--- config.mk ---
export PLATFORM = sky130hd
export DESIGN_NAME = gpio_bus_arbiter_flat
export DESIGN_NICKNAME = d
export VERILOG_FILES = /design/src/rtl/gpio_bus_arbiter_if.sv /design/src/rtl/gpio_bus_arbiter.sv /design/src/flat_wrapper.sv
export SDC_FILE = /design/constraint.sdc
export NUM_CORES = 1
export LEC_CHECK = 0
export ABC_CLOCK_PERIOD_IN_PS = 5500
export CORE_ASPECT_RATIO = 0.8
export CORE_MARGIN = 3
export CORE_UTILIZATION = 44
export CTS_BUF_LIST = sky130_fd_sc_hd__clkbuf_8
export DETAILED_ROUTE_END_ITERATION = 8
export PLACE_DENSITY = 0.94
export RECOVER_POWER = 25
export SETUP_SLACK_MARGIN = 0.3
export SLEW_MARGIN = 5
export SYNTH_ARGS = -nofsm -noshare
export SYNTH_HDL_FRONTEND = slang
export SYNTH_SLANG_ARGS = --single-unit
--- constraint.sdc ---
create_clock -name clk -period 5.5 [get_ports clk]
set_clock_uncertainty 0.2 [all_clocks]
set_input_delay 1.1 -clock clk [delete_from_list [all_inputs] [get_ports clk]]
set_output_delay 1.1 -clock clk [all_outputs]
set_load 0.05 [all_outputs]
--- src/rtl/gpio_bus_arbiter_if.sv ---
// Bus bundle between two requesters, the arbiter and the gpio_ip register port.
// The slave modport is the arbiter's view; the master modport is the surrounding environment.
interface gpio_bus_arbiter_if #(
   parameter int ADDR_W = 8,
   parameter int DATA_W = 32
);
   logic              m0_req;
   logic              m1_req;
   logic              m0_we;
   logic              m1_we;
   logic [ADDR_W-1:0] m0_addr;
   logic [ADDR_W-1:0] m1_addr;
   logic [DATA_W-1:0] m0_wdata;
   logic [DATA_W-1:0] m1_wdata;
   logic              m0_gnt;
   logic              m1_gnt;
   logic              m0_rvalid;
   logic              m1_rvalid;
   logic [DATA_W-1:0] m0_rdata;
   logic [DATA_W-1:0] m1_rdata;
   logic              gpio_wr_en;
   logic              gpio_rd_en;
   logic [ADDR_W-1:0] gpio_addr;
   logic [DATA_W-1:0] gpio_wdata;
   logic [DATA_W-1:0] gpio_rdata;
   logic              busy;

   modport slave (
      input  m0_req, m1_req, m0_we, m1_we, m0_addr, m1_addr, m0_wdata, m1_wdata, gpio_rdata,
      output m0_gnt, m1_gnt, m0_rvalid, m1_rvalid, m0_rdata, m1_rdata,
             gpio_wr_en, gpio_rd_en, gpio_addr, gpio_wdata, busy
   );

   modport master (
      output m0_req, m1_req, m0_we, m1_we, m0_addr, m1_addr, m0_wdata, m1_wdata, gpio_rdata,
      input  m0_gnt, m1_gnt, m0_rvalid, m1_rvalid, m0_rdata, m1_rdata,
             gpio_wr_en, gpio_rd_en, gpio_addr, gpio_wdata, busy
   );
endinterface

--- src/rtl/gpio_bus_arbiter.sv ---
// Round-robin two-master sequencer for the gpio_ip register port: one transaction at a time,
// single-cycle strobes, read data returned to the owner after RD_LAT wait cycles.
module gpio_bus_arbiter #(
   parameter int ADDR_W = 8,
   parameter int DATA_W = 32,
   parameter int RD_LAT = 1
) (
   input logic               clk,
   input logic               rst_n,
   gpio_bus_arbiter_if.slave bus
);

   localparam int               CNT_W    = 3;
   localparam logic [CNT_W-1:0] LAST_CNT = CNT_W'(RD_LAT - 1);

   typedef enum logic [1:0] {IDLE, ISSUE, WAIT} state_t;

   state_t             r_state;
   logic               r_lastM1;
   logic               r_ownerM1;
   logic [CNT_W-1:0]   r_cnt;
   logic               r_m0Gnt;
   logic               r_m1Gnt;
   logic               r_m0Rvalid;
   logic               r_m1Rvalid;
   logic [DATA_W-1:0]  r_m0Rdata;
   logic [DATA_W-1:0]  r_m1Rdata;
   logic               r_wrEn;
   logic               r_rdEn;
   logic [ADDR_W-1:0]  r_addr;
   logic [DATA_W-1:0]  r_wdata;
   logic               r_busy;

   logic               w_anyReq;
   logic               w_pickM1;
   logic               w_selWe;
   logic [ADDR_W-1:0]  w_selAddr;
   logic [DATA_W-1:0]  w_selWdata;

   // m1 wins when alone, or on a tie when m0 was the most recent grant
   assign w_anyReq   = bus.m0_req | bus.m1_req;
   assign w_pickM1   = bus.m1_req & (~bus.m0_req | ~r_lastM1);
   assign w_selWe    = w_pickM1 ? bus.m1_we    : bus.m0_we;
   assign w_selAddr  = w_pickM1 ? bus.m1_addr  : bus.m0_addr;
   assign w_selWdata = w_pickM1 ? bus.m1_wdata : bus.m0_wdata;

   always_ff @(posedge clk or negedge rst_n) begin
      if (!rst_n) begin
         r_state    <= IDLE;
         r_lastM1   <= 1'b1;
         r_ownerM1  <= 1'b0;
         r_cnt      <= '0;
         r_m0Gnt    <= 1'b0;
         r_m1Gnt    <= 1'b0;
         r_m0Rvalid <= 1'b0;
         r_m1Rvalid <= 1'b0;
         r_m0Rdata  <= '0;
         r_m1Rdata  <= '0;
         r_wrEn     <= 1'b0;
         r_rdEn     <= 1'b0;
         r_addr     <= '0;
         r_wdata    <= '0;
         r_busy     <= 1'b0;
      end else begin
         r_m0Gnt    <= 1'b0;
         r_m1Gnt    <= 1'b0;
         r_m0Rvalid <= 1'b0;
         r_m1Rvalid <= 1'b0;
         r_wrEn     <= 1'b0;
         r_rdEn     <= 1'b0;
         r_addr     <= '0;
         r_wdata    <= '0;
         case (r_state)
            IDLE: begin
               if (w_anyReq) begin
                  r_state   <= ISSUE;
                  r_busy    <= 1'b1;
                  r_ownerM1 <= w_pickM1;
                  r_lastM1  <= w_pickM1;
                  r_m0Gnt   <= ~w_pickM1;
                  r_m1Gnt   <= w_pickM1;
                  r_wrEn    <= w_selWe;
                  r_rdEn    <= ~w_selWe;
                  r_addr    <= w_selAddr;
                  r_wdata   <= w_selWe ? w_selWdata : '0;
               end
            end
            ISSUE: begin
               if (r_rdEn) begin
                  r_state <= WAIT;
                  r_cnt   <= '0;
               end else begin
                  r_state <= IDLE;
                  r_busy  <= 1'b0;
               end
            end
            WAIT: begin
               if (r_cnt == LAST_CNT) begin
                  r_state <= IDLE;
                  r_busy  <= 1'b0;
                  r_cnt   <= '0;
                  if (r_ownerM1) begin
                     r_m1Rdata  <= bus.gpio_rdata;
                     r_m1Rvalid <= 1'b1;
                  end else begin
                     r_m0Rdata  <= bus.gpio_rdata;
                     r_m0Rvalid <= 1'b1;
                  end
               end else begin
                  r_cnt <= r_cnt + CNT_W'(1);
               end
            end
            default: begin
               r_state <= IDLE;
               r_busy  <= 1'b0;
            end
         endcase
      end
   end

   assign bus.m0_gnt     = r_m0Gnt;
   assign bus.m1_gnt     = r_m1Gnt;
   assign bus.m0_rvalid  = r_m0Rvalid;
   assign bus.m1_rvalid  = r_m1Rvalid;
   assign bus.m0_rdata   = r_m0Rdata;
   assign bus.m1_rdata   = r_m1Rdata;
   assign bus.gpio_wr_en = r_wrEn;
   assign bus.gpio_rd_en = r_rdEn;
   assign bus.gpio_addr  = r_addr;
   assign bus.gpio_wdata = r_wdata;
   assign bus.busy       = r_busy;

endmodule

--- src/flat_wrapper.sv ---
// flat-port wrapper written by rule: the top's interface ports become plain ports
module gpio_bus_arbiter_flat 
#(
   parameter int ADDR_W = 8,
   parameter int DATA_W = 32,
   parameter int RD_LAT = 1
)
  (clk, rst_n, bus_m0_req, bus_m1_req, bus_m0_we, bus_m1_we, bus_m0_addr, bus_m1_addr, bus_m0_wdata, bus_m1_wdata, bus_gpio_rdata, bus_m0_gnt, bus_m1_gnt, bus_m0_rvalid, bus_m1_rvalid, bus_m0_rdata, bus_m1_rdata, bus_gpio_wr_en, bus_gpio_rd_en, bus_gpio_addr, bus_gpio_wdata, bus_busy);
  gpio_bus_arbiter_if #(.ADDR_W(ADDR_W), .DATA_W(DATA_W)) bus_i ();
  input logic clk;
  input logic rst_n;
  input wire logic [$bits(bus_i.m0_req)-1:0] bus_m0_req;
  input wire logic [$bits(bus_i.m1_req)-1:0] bus_m1_req;
  input wire logic [$bits(bus_i.m0_we)-1:0] bus_m0_we;
  input wire logic [$bits(bus_i.m1_we)-1:0] bus_m1_we;
  input wire logic [$bits(bus_i.m0_addr)-1:0] bus_m0_addr;
  input wire logic [$bits(bus_i.m1_addr)-1:0] bus_m1_addr;
  input wire logic [$bits(bus_i.m0_wdata)-1:0] bus_m0_wdata;
  input wire logic [$bits(bus_i.m1_wdata)-1:0] bus_m1_wdata;
  input wire logic [$bits(bus_i.gpio_rdata)-1:0] bus_gpio_rdata;
  output wire logic [$bits(bus_i.m0_gnt)-1:0] bus_m0_gnt;
  output wire logic [$bits(bus_i.m1_gnt)-1:0] bus_m1_gnt;
  output wire logic [$bits(bus_i.m0_rvalid)-1:0] bus_m0_rvalid;
  output wire logic [$bits(bus_i.m1_rvalid)-1:0] bus_m1_rvalid;
  output wire logic [$bits(bus_i.m0_rdata)-1:0] bus_m0_rdata;
  output wire logic [$bits(bus_i.m1_rdata)-1:0] bus_m1_rdata;
  output wire logic [$bits(bus_i.gpio_wr_en)-1:0] bus_gpio_wr_en;
  output wire logic [$bits(bus_i.gpio_rd_en)-1:0] bus_gpio_rd_en;
  output wire logic [$bits(bus_i.gpio_addr)-1:0] bus_gpio_addr;
  output wire logic [$bits(bus_i.gpio_wdata)-1:0] bus_gpio_wdata;
  output wire logic [$bits(bus_i.busy)-1:0] bus_busy;
  assign bus_i.m0_req = bus_m0_req;
  assign bus_i.m1_req = bus_m1_req;
  assign bus_i.m0_we = bus_m0_we;
  assign bus_i.m1_we = bus_m1_we;
  assign bus_i.m0_addr = bus_m0_addr;
  assign bus_i.m1_addr = bus_m1_addr;
  assign bus_i.m0_wdata = bus_m0_wdata;
  assign bus_i.m1_wdata = bus_m1_wdata;
  assign bus_i.gpio_rdata = bus_gpio_rdata;
  assign bus_m0_gnt = bus_i.m0_gnt;
  assign bus_m1_gnt = bus_i.m1_gnt;
  assign bus_m0_rvalid = bus_i.m0_rvalid;
  assign bus_m1_rvalid = bus_i.m1_rvalid;
  assign bus_m0_rdata = bus_i.m0_rdata;
  assign bus_m1_rdata = bus_i.m1_rdata;
  assign bus_gpio_wr_en = bus_i.gpio_wr_en;
  assign bus_gpio_rd_en = bus_i.gpio_rd_en;
  assign bus_gpio_addr = bus_i.gpio_addr;
  assign bus_gpio_wdata = bus_i.gpio_wdata;
  assign bus_busy = bus_i.busy;
  gpio_bus_arbiter #(.ADDR_W(ADDR_W), .DATA_W(DATA_W), .RD_LAT(RD_LAT)) u_core (.clk(clk), .rst_n(rst_n), .bus(bus_i));
endmodule
-- Word level (Yosys, flattened, before mapping)
Index checks and enable logic that the tools add are counted.
- bitwise operators: 8
- add/subtract/negate cells: 1
- mux-type cells: 33
- eq/ne operators: 6
- reduce and logical (&&, ||, !) cells: 9
- operators with widths (kind ; count):
    two-way mux 32 bit ; 4
    two-way mux 8 bit ; 3
    two-way mux 1 bit ; 18
    AND reduction 3 bit ; 3
    two-way mux 2 bit ; 3
    two-way mux 3 bit ; 2
    inequality test 2 x 1 -> 1 bit, second input constant ; 3
    case mux 2 bit (3 select lines) ; 1
    case mux 3 bit (2 select lines) ; 1
    AND reduction 2 bit ; 3
    NOT 1 bit ; 5
    adder 3 x 1 -> 3 bit, second input constant ; 1
    zero test 3 bit ; 1
    case mux 1 bit (3 select lines) ; 1
    equality test 2 x 1 -> 1 bit, second input constant ; 1
    equality test 2 bit, second input constant ; 1
    zero test 2 bit ; 1
    inequality test 2 bit, second input constant ; 1
    bitwise OR 1 bit ; 2
    nonzero test 2 bit ; 1
    AND 1 bit ; 1
- output and inout bits: 111
- logic and storage cells: 72
- register bits after elaboration: 118
- bits of input ports: 118

-- Longest topological paths before layout
Gate-level depths: netlist of run 1.
- depth after elaboration: 7
- gate-level depth with buffers: 6
- gate-level depth less buffers: 5

-- Worst setup path before layout of run 1
OpenSTA, ideal clock, no wires.
- kind: in2reg
- from: input bus_m1_req
- to: register u_core.r_wdata[10] (netlist: u_core.bus.gpio_wdata[10])
- path buffers: 1
- data required time: 5179 ps
- library setup time: 121 ps
- slack: 3415 ps
- arrival: 1764 ps
- cell stages on the path: 4
- cells stage by stage: inv_1 > o2111a_1 > buf_2 > a22o_1
- longest elaborated chain between the ends: 5
- elaborated cells between the ends (all ways): 7
- those cells by class: mux: 5; bitwise: 2
- ends and longest elaborated chain (item ; RTL line ; source):
    start, declared ; flat_wrapper.sv:13 ; input wire logic [$bits(bus_i.m1_req)-1:0] bus_m1_req;
    AND 1 bit ; gpio_bus_arbiter.sv:42 ; assign w_pickM1 = bus.m1_req & (~bus.m0_req | ~r_lastM1);
    two-way mux 32 bit / two-way mux 1 bit (equally long branches) ; gpio_bus_arbiter.sv:45, gpio_bus_arbiter.sv:43 ;
    two-way mux 32 bit ; gpio_bus_arbiter.sv:85 ; r_wdata <= w_selWe ? w_selWdata : '0;
    two-way mux 32 bit (*) ; gpio_bus_arbiter.sv:75 ; if (w_anyReq) begin
    two-way mux 32 bit (*) ; gpio_bus_arbiter.sv:73 ; case (r_state)
    end signal, assigned ; gpio_bus_arbiter.sv:85 ;
    end, declared ; gpio_bus_arbiter.sv:31 ; logic [DATA_W-1:0] r_wdata;
Every way passes the cells marked *; elsewhere a longest branch is shown, timed or not.
A chain may end at the register's enable or synchronous reset.

-- Worst setup path in the final report of run 1
- from: register u_core.r_cnt[0]
- to: register u_core.r_m0Rdata[4] (netlist: u_core.bus.m0_rdata[4])
- longest elaborated chain between the ends: 2
- ends and longest elaborated chain (item ; RTL line ; source):
    start, declared ; gpio_bus_arbiter.sv:21 ; logic [CNT_W-1:0] r_cnt;
    start signal, assigned ; gpio_bus_arbiter.sv:110 ; r_cnt <= r_cnt + CNT_W'(1);
    zero test 3 bit ; gpio_bus_arbiter.sv:98 ; if (r_cnt == LAST_CNT) begin
    AND reduction 3 bit (no source line) ; - ;
    end signal, assigned ; gpio_bus_arbiter.sv:106 ; r_m0Rdata <= bus.gpio_rdata;
    end, declared ; gpio_bus_arbiter.sv:26 ; logic [DATA_W-1:0] r_m0Rdata;
Every way passes these cells.

==> results of run 1 <==
[metrics by stage]
step | cells | power [W]
floorplan | 294 | 0.00265
finish | 674 | 0.00434
global route | 674 | 0.00450
detailed placement | 642 | 0.00346
global placement | 642 | 0.00339
CTS | 674 | 0.00438
[report_power, final]
part	switching, W	total [W]	internal (W)
clock network	0.000361	0.000904	0.000544
logic	0.00135	0.00211	0.000765
registers	0.000165	0.00133	0.00116
total	0.00187	0.00434	0.00247
[state kept, by name, indices dropped and copies added (netlist names)]
name	flops
u_core.bus.m1_rvalid	1
u_core.bus.m0_gnt	1
u_core.bus.gpio_addr	8
u_core.bus.m1_gnt	1
u_core.r_state	2
u_core.bus.m0_rvalid	1
u_core.bus.gpio_wr_en	1
u_core.bus.gpio_rd_en	1
u_core.bus.m0_rdata	32
u_core.bus.m1_rdata	32
u_core.r_cnt	3
u_core.bus.gpio_wdata	32
u_core.r_ownerM1	1
u_core.r_lastM1	1
u_core.bus.busy	1
[worst paths after layout]
kind | startpoint | end | slack [ns] | cells after the start
max in group asynchronous | rst_n | u_core.bus.m1_rdata[15] | 3.33 | 2
worst min register to register | u_core.bus.m0_rdata[11] | u_core.bus.m0_rdata[11] | 0.31 | 1
worst max register to register | u_core.r_cnt[0] | u_core.bus.m0_rdata[4] | 2.37 | 6
min in group asynchronous | rst_n | u_core.bus.m1_rdata[27] | 0.63 | 1
worst min-delay path | u_core.bus.m0_rdata[11] | u_core.bus.m0_rdata[11] | 0.31 | 1
worst max-delay path | u_core.r_cnt[0] | u_core.bus.m0_rdata[4] | 2.37 | 6
[metal layers]
metal  routed length, um  track usage [%]  share of wire (%)  vias to the layer above
met4                 194             7.22                1.5                        0
li1                    -                -                  -                     1522
met3                1430             11.8                 11                       19
met5                   0                0                  0                        -
met1                4690             24.9                 36                     1703
met2                6710             40.1                 51                      179
[area by class of cell]
class,instances,share of cell area (%)
clock buffer,17,3.23
clock inverter,15,3.14
inverter,6,0.311
multi-input combinational,155,18.6
sequential,118,40.8
tap,132,2.28
timing repair buffer,231,31.7
[logic make-up after synthesis]
| kind of cell | count (synthesis) |
|---|---|
| adder cells (fa/ha/maj) | 2 |
| buffers and inverters | 21 |
| AO/OA/AOI/OAI | 51 |
| flip-flops | 118 |
| AND/OR/NAND/NOR | 36 |
| multiplexers | 66 |
[cell usage in the layout (no fill, tap or decap), types with 2 or more instances in the layout]
master,count
clkbuf_8,17
nand3_1,2
a22o_1,32
bufinv_16,5
nand2_1,19
clkinv_4,4
nor2b_1,2
o21ai_0,2
clkinv_2,2
inv_1,6
buf_4,2
a21oi_1,10
clkinvlp_4,2
mux2_2,65
inv_6,2
nor2_1,5
ha_1,2
dfrtp_1,117
clkdlybuf4s50_1,226
nand2b_1,2
nand3b_1,2
clkbuf_1,2
[critical path: cells and delay by family, from the launching register on]
| family | cells | cell delay [ns] |
|---|---|---|
| flip-flops | 1 | 0.42 |
| buffers and inverters | 2 | 1.47 |
| multiplexers | 1 | 0.47 |
| adder cells (fa/ha/maj) | 1 | 0.18 |
| AND/OR/NAND/NOR | 2 | 0.23 |
==> out/metrics.yaml, run 1 <==
status: "complete, but fails checks"
violations: "capacitance limit, slew limit"
synthArstFlopShare_pct: 100
multi_input_area_sq_um: 1350
io_pins: 229
tritoncts: "done"
end_kind: "register"
io_buffers: 228
start_util_pct: 46.9
num_rows: 31
crit_type: "register to register"
place_ws_ns: 2.28
grt_pass1_vias: 3780
slew_headroom_pct: -29.6
place_area_sq_um: 6790
cpMaxStageDelayCell: "clkbuf_1"
ys_seq_area_share_pct: 67.1
maxCapViolCount: 1
crit_chain: "inv_1 > ha_1 > nand2b_1 > nor3_4 > clkbuf_1 > mux2_2"
dr.first_iter.drc_count: 154
fin_tns_setup_ns: 0
seq_area_sq_um: 2950
synth_simple_gate_area_share_pct: 4.01
yosys.area.top_type: "dfrtp_1"
hold_viol_final: 0
ys_types: 28
yosysMostFrequentCell: "dfrtp_1"
cts_resized: 0
synth_top_cell_area_share_pct: 66.5
crit_required_ns: 5.58
cpPeakStageDelay_ns: 1.40
whs_ns: 0.309
synth.cell_area_sq_um: 4400
grt_antenna_before_repair: 0
crit_path_start_kind: "register"
ant_nets: 0
cts_sinks: 118
clk_latency_ns: 0.41
synth_xor_area_share_pct: 0
crit_fanout: 33
maxSlewViolCount: 34
core_sq_um: 9390
postSynthCellCount: 294
hpwl_mm: 9.67
grt_pass1_wl_mm: 20.0
antenna_cells: 0
post_cts_buffers: 0
clock-root-buffer: "clkbuf_8"
rsz0062_at_grt: "false"
power.density_nw_per_um2: 599
dr_total_vias: 3423
grt_start_max_net_pins: 77
wl_mm: 13.0
setup_ws_ns: 2.37
cts_hold_buf: 0
area_growth_pct: 64.7
firstDrtPassIters: 4
synth_nets: 414
grt_usage_pct: 23.1
ys_top_cells_by_count: "117 x dfrtp_1, 65 x mux2_2, 32 x a22o_1, 19 x nand2_1"
fin_crit_ns: 3.13
final_nets: 649
h-tree-depth: 4
path_clk_slew_ns: 0.07
viasPerCell: 5.08
finalCritPeriodShare_pct: 56.9
synth.area.mux_share_pct: 16.9
wire_per_inst_um: 19.3
synth_top_family_by_area: "multiplexers"
drive_gt1_share_pct: 19.0
gp_congestion: 0.828
clock.fmax_mhz: 319
dieArea_sq_um: 11200
ys_ff_latch: 118
synthFlopType: "dfrtp_1"
hold_path.class: "register to register"
synth_edf_count: 0
drc: 0
yosysWarnings: 0
worstPathArrival_ns: 3.21
finish.instance_area_sq_um: 7250
fill_cells: 568
cts_buffer_depth: 2
cts_inserted_buffers: 17
dieWidth_um: 118
synth-compound-area-share_pct: 9.12
syn_area_per_cell_sq_um: 15.0
dieHeight_um: 95.5
p_leak_nw: 3.14
fin_util_pct: 77.2
finalSetupViolCount: 0
irDropWorstVdd_v: 0.000216
synth_fa_ha_area_share_pct: 0.569
tightest_slew_ns: 1.94
overflow: 0
synth.top_cells.by_area: "dfrtp_1 67%, mux2_2 17%, a22o_1 6.4%"
No activity file was read; power rests on OpenSTA's default activity.
==> inputs of run 2 (changes only) <==
Settings changed: ABC_CLOCK_PERIOD_IN_PS 5500 to 2600, CORE_UTILIZATION 44 to 37, PLACE_DENSITY 0.94 to 0.85.
Clock period 5.5 ns to 2.6 ns, I/O delays scaled along.
==> run 2 against run 1 <==
The flow now finishes without violations; combinational power up 91%; sequential cell count unchanged; worst setup slack worse by 1.8 ns; sequential share of layout area up 0.71 points; largest cell class unchanged.
==> out/metrics.yaml, run 2 (synthesis gave the netlist of run 1 again) <==
status: "finished clean"  # was complete, but fails checks
cpPeakStageDelay_ns: 0.56  # was 1.40 ns
path_delay_family: "buffers and inverters"  # unchanged
final_nets: 654  # was 649
grt_antenna_before_repair: 0  # unchanged
reg2reg_slack_ns: 0.55  # was 2.37 ns
io_buffers: 228  # unchanged
dieArea_sq_um: 13200  # was 11200 sq um
cpMaxStageDelayCell: "dlygate4sd2_1"  # was clkbuf_1
p_leak_nw: 3.50  # was 3.14 nW
crit_fanout: 1  # was 33
clk_latency_ns: 0.42  # was 0.41 ns
layout_commonest_cell: "dfrtp_1"  # was clkdlybuf4s50_1
overflow: 0  # unchanged
finalCritPeriodShare_pct: 79.2
drc: 0  # unchanged
crit_buf_inv: 1  # was 2
worstPathArrival_ns: 1.34  # was 3.21 ns
ant_nets: 0  # unchanged
io_pins: 229  # unchanged
tightest_slew_ns: 0.642  # was 1.94 ns
crit_chain: "dlygate4sd2_1"  # was inv_1 > ha_1 > nand2b_1 > nor3_4 > clkbuf_1 > mux2_2
maxCapViolCount: 0  # was 1
firstDrtPassIters: 4  # unchanged
num_rows: 34  # was 31
tritoncts: "done"  # unchanged
power.density_nw_per_um2: 1190  # was 599 nW/um^2
whs_ns: 0.300  # was 0.309 ns
finalSetupViolCount: 0  # unchanged
end_kind: "output pin"  # was register
hold_path.class: "register to register"  # unchanged
path_clk_slew_ns: 0.07  # about the same
grt_usage_pct: 18.3  # was 23.1%
start_util_pct: 39.2  # was 46.9%
dr_total_vias: 3361  # was 3423
drive_gt1_share_pct: 19.1  # was 19.0%
hpwl_mm: 8.92  # was 9.67 mm
fin_crit_ns: 2.06
clock-root-buffer: "clkbuf_8"  # unchanged
viasPerCell: 4.88  # was 5.08
crit_type: "register to output pin"  # was register to register
wire_per_inst_um: 17.6  # was 19.3 um
gp_congestion: 0.838  # was 0.828
grt_pass1_wl_mm: 18.9  # was 20.0 mm
clock.fmax_mhz: 485
crit_path_start_kind: "register"  # unchanged
post_cts_buffers: 0  # unchanged
maxSlewViolCount: 0  # was 34
antenna_cells: 0  # unchanged
cts_buffer_depth: 2  # unchanged
hold_viol_final: 0  # unchanged
rsz0062_at_grt: "false"  # unchanged
wl_mm: 12.1  # was 13.0 mm
area_growth_pct: 61.9  # was 64.7%
crit_required_ns: 1.88  # was 5.58 ns
dieWidth_um: 128  # was 118 um
grt_pass1_vias: 3657  # was 3780
fin_tns_setup_ns: 0  # unchanged
cts_sinks: 118  # unchanged
h-tree-depth: 4  # unchanged
core_sq_um: 11200  # was 9390 sq um
slew_headroom_pct: 57.2  # was -29.6%
dieHeight_um: 104  # was 95.5 um
grt_start_max_net_pins: 119  # was 77
dr.first_iter.drc_count: 110  # was 154
irDropWorstVdd_v: 0.000458  # was 0.000216 V
final_cell_mix: "117 x dfrtp_1, 116 x clkdlybuf4s50_1, 107 x dlygate4sd2_1"  # was 226 x clkdlybuf4s50_1, 117 x dfrtp_1, 65 x mux2_2
cts_inserted_buffers: 17  # unchanged
run 2: cell types whose count changed in the layout (fill, tap and decap cells not counted):
cell and change:
clkinv_4 -4, clkdlybuf4s50_1 -110, nand3_1 +1, inv_1 +1, clkbuf_8 +2, dlygate4sd2_1 +107, dlymetal6s2s_1 +4, bufinv_16 -2
buf_4 +4, clkbuf_1 -1, nand3_2 -1, buf_12 +1, clkinv_2 +3, inv_6 -2
run 2: area by class of cell:
| type | instances | area [sq um] |
|---|---|---|
| inverter | 6 | 22.5 |
| timing repair buffer | 236 | 2230 |
| sequential | 118 | 2950 |
| multi-input combinational | 155 | 1350 |
| tap | 144 | 180 |
| clock buffer | 19 | 262 |
| fill | 874 | 4110 |
| clock inverter | 11 | 134 |
run 2: through the flow:
stage / cell area (sq um) / power (W) / util (%) / setup slack [ns] / instances
6_report: 7120 / 0.00844 / 63.4 / 0.540 / 689
5_1_grt: 7120 / 0.00882 / 63.4 / 0.460 / 689
4_1_cts: 7120 / 0.00855 / 63.4 / 0.300 / 689
3_5_place_dp: 6850 / 0.00731 / 61.0 / 0.406 / 658
3_3_place_gp: 6850 / 0.00719 / 61.0 / 0.460 / 658
2_1_floorplan: 4400 / 0.00560 / - / 0.799 / 294
run 2: where the power goes:
| part | internal (W) | total [W] | switching [W] |
|---|---|---|---|
| logic | 0.00121 | 0.00402 | 0.00281 |
| clock network | 0.000975 | 0.00165 | 0.000680 |
| registers | 0.00246 | 0.00277 | 0.000304 |
| total | 0.00465 | 0.00844 | 0.00380 |
run 2: path summary, 6_finish.rpt:
kind,depth (start not counted),to,startpoint
setup reg to reg,6,u_core.bus.m0_rdata[14],u_core.r_cnt[0]
setup / recovery,1,bus_gpio_wdata[13],u_core.bus.gpio_wdata[13]
hold reg to reg,1,u_core.bus.m1_rdata[11],u_core.bus.m1_rdata[11]
hold / removal,1,u_core.bus.m1_rdata[11],u_core.bus.m1_rdata[11]
min in group asynchronous,3,u_core.bus.m1_rdata[31],rst_n
max in group asynchronous,3,u_core.bus.m0_rdata[10],rst_n
run 2: per-layer routing:
metal  GRT usage [%]  part of all wire (%)
met5               0                     0
met4            4.70                  0.33
met2            30.8                    50
met1            20.5                    39
met3            9.47                    11
run 2: timing repair:
action / in CTS / in global routing
gates resized for setup: 107 / 4
hold buffers: 1 / 0
setup endpoints to repair: 107 / 4
endpoints found under the hold margin: 1 / 0
gates cloned: 0 / 0
==> inputs of run 3 (changes only) <==
Settings changed: ABC_CLOCK_PERIOD_IN_PS 2600 to 2000, CORE_UTILIZATION 37 to 41, PLACE_DENSITY 0.85 to 0.89.
Clock period 2.6 ns to 2 ns, I/O delays scaled along.
==> run 3 against run 2 <==
Core utilization rose by 8.5 points; non-clock buffer count rose by 19; register-to-register slack got worse by 0.36 ns; highest routed layer unchanged; critical path type is now register to register; clock power rose by 42%; sequential cell count did not move; critical path depth rose by 6; clock-buffer cell count rose by 4; first-iteration DRC count rose by 20%; total power rose by 40%.
==> out/metrics.yaml, run 3 (synthesis gave the netlist of run 1 again) <==
drive_gt1_share_pct: 42.8  # was 19.1%
ant_nets: 0  # unchanged
num_rows: 33  # was 34
wire_per_inst_um: 18.5  # was 17.6 um
finalSetupViolCount: 0  # unchanged
switching_share_pct: 43.1  # was 45.0%
hold_viol_final: 0  # unchanged
startpoint: "u_core.r_cnt[1]"  # was u_core.bus.gpio_wdata[13]
io_buffers: 228  # unchanged
hpwl_mm: 9.13  # was 8.92 mm
layout_commonest_cell: "buf_4"  # was dfrtp_1
grt_start_max_net_pins: 55  # was 119
end_kind: "register"  # was output pin
power.density_nw_per_um2: 1580  # was 1190 nW/um^2
whs_ns: 0.182  # was 0.300 ns
core_sq_um: 10400  # was 11200 sq um
dieWidth_um: 122  # was 128 um
path_delay_family: "flip-flops"  # was buffers and inverters
place_ws_ns: 0.0398  # was 0.406 ns
fin_tns_setup_ns: 0  # unchanged
dieHeight_um: 98.7  # was 104 um
p_clk_share_pct: 19.8  # was 19.6%
cts_sinks: 118  # unchanged
crit_type: "register to register"  # was register to output pin
r2r-start: "u_core.r_cnt[1]"  # was u_core.r_cnt[0]
seq_power_share_pct: 31.1  # was 32.8%
drc: 0  # unchanged
status: "finished clean"  # unchanged
crit_buf_inv: 3  # was 1
worstPathArrival_ns: 1.91  # was 1.34 ns
slew_headroom_pct: 52.1  # was 57.2%
finalCritPeriodShare_pct: 90.3
start_util_pct: 42.5  # was 39.2%
path_clk_slew_ns: 0.07  # about the same
crit_required_ns: 2.11  # was 1.88 ns
dr.first_iter.drc_count: 132  # was 110
fin_util_pct: 72.0  # was 63.4%
hold_path.class: "input port to asynchronous set/reset pin"  # was register to register
gp_congestion: 0.786  # was 0.838
irDropWorstVdd_v: 0.000653  # was 0.000458 V
crit_end: "u_core.bus.m1_rdata[1]"  # was bus_gpio_wdata[13]
cts_buffer_depth: 2  # unchanged
fin_crit_ns: 1.81
maxSlewViolCount: 0  # unchanged
tightest_slew_ns: 0.718  # was 0.642 ns
fill_cells: 677  # was 874
grt_antenna_before_repair: 1  # was 0
final_nets: 673  # was 654
pwr-share-comb_pct: 49.1  # was 47.6%
clk_latency_ns: 0.42  # about the same
grt_pass1_vias: 3784  # was 3657
maxCapViolCount: 0  # unchanged
io_pins: 229  # unchanged
dr_total_vias: 3487  # was 3361
grt_pass1_wl_mm: 19.2  # was 18.9 mm
critical_path_depth: 7  # was 1
overflow: 0  # unchanged
reg2reg_slack_ns: 0.19  # was 0.55 ns
r2r-end: "u_core.bus.m1_rdata[1]"  # was u_core.bus.m0_rdata[14]
crit_path_start_kind: "register"  # unchanged
area_growth_pct: 69.5  # was 61.9%
setup_ws_ns: 0.194  # was 0.540 ns
firstDrtPassIters: 4  # unchanged
crit_chain: "inv_2 > ha_4 > buf_4 > nor2b_4 > nand3_4 > buf_12 > mux2_2"  # was dlygate4sd2_1
grt_usage_pct: 21.3  # was 18.3%
wl_mm: 13.1  # was 12.1 mm
clock-root-buffer: "clkbuf_8"  # unchanged
rsz0062_at_grt: "true"  # was false
p_int_w: 0.00672  # was 0.00465 W
rr_worst_depth: 7  # was 6
viasPerCell: 4.93  # was 4.88
cts_inserted_buffers: 17  # unchanged
cpPeakStageDelay_ns: 0.39  # was 0.56 ns
clock.fmax_mhz: 554
crit_fanout: 15  # was 1
cpMaxStageDelayCell: "dfrtp_1"  # was dlygate4sd2_1
tritoncts: "done"  # unchanged
p_sw_w: 0.00510  # was 0.00380 W
dieArea_sq_um: 12000  # was 13200 sq um
h-tree-depth: 4  # unchanged
finalPower_w: 0.0118  # was 0.00844 W
p_leak_nw: 3.56  # was 3.50 nW
final_cell_mix: "124 x buf_4, 117 x dfrtp_1, 116 x clkdlybuf4s50_1"  # was 117 x dfrtp_1, 116 x clkdlybuf4s50_1, 107 x dlygate4sd2_1
==> run 3: through the flow <==
step | instances | cell area, sq um
final | 707 | 7460
after global routing | 707 | 7460
after CTS | 701 | 7310
after detailed placement | 661 | 6700
after global placement | 661 | 6700
after floorplan | 294 | 4430
==> run 3: power groups by stage <==
stage | clock, W | combinational (W) | sequential [W]
global route | 0.00249 | 0.00602 | 0.00376
floorplan | 0 | 0.000891 | 0.00640
CTS | 0.00238 | 0.00567 | 0.00365
global placement | 0 | 0.00549 | 0.00364
finish | 0.00234 | 0.00580 | 0.00368
detailed placement | 0 | 0.00558 | 0.00368
==> run 3: routing by layer <==
| layer | track usage, % | vias to the layer above | share of wire (%) | routed length, um |
|---|---|---|---|---|
| li1 | - | 1572 | - | - |
| met1 | 21.0 | 1729 | 35 | 4590 |
| met2 | 37.9 | 171 | 52 | 6800 |
| met3 | 11.5 | 15 | 11 | 1470 |
| met4 | 7.49 | 0 | 1.7 | 219 |
| met5 | 0 | - | 0 | 0 |
==> run 3: repair_timing <==
action                                  4_1_cts  5_1_grt
endpoints found under the hold margin       117        0
hold buffers                                  1        0
setup buffers                                 5        3
gates resized for setup                      18       27
pin swaps                                     2        1
cloned                                        2        2
endpoints found under the setup margin       71       97
==> run 3: how the worst min path moves through the flow <==
stage	from	endpoint	slack, ns	depth (start not counted)
detailed placement	rst_n	u_core.bus.m0_rdata[29]	0.06	1
CTS	rst_n	u_core.bus.m0_rdata[29]	0.16	2
global route	rst_n	u_core.bus.m0_rdata[29]	0.18	2
floorplan	rst_n	u_core.bus.busy	-0.1	0
global placement	rst_n	u_core.bus.m1_rdata[29]	0.06	1
finish	rst_n	u_core.bus.m0_rdata[29]	0.18	2
==> run 3: cell type report <==
cell class | count | area (sq um) | share of cell area, %
Antenna cell | 1 | 2.50 | 0.0335
Clock inverter | 9 | 123 | 1.64
Clock buffer | 23 | 317 | 4.24
Inverter | 6 | 22.5 | 0.302
Tap cell | 140 | 175 | 2.35
Sequential cell | 118 | 2950 | 39.6
Timing Repair Buffer | 255 | 2360 | 31.7
Multi-Input combinational cell | 155 | 1510 | 20.2
==> run 3: worst reg2reg max path, delay by kind of cell, from the launching register on <==
family | cells | cell delay (ns)
flip-flops | 1 | 0.39
buffers and inverters | 3 | 0.38
AND/OR/NAND/NOR | 2 | 0.29
multiplexers | 1 | 0.29
adder cells (fa/ha/maj) | 1 | 0.15
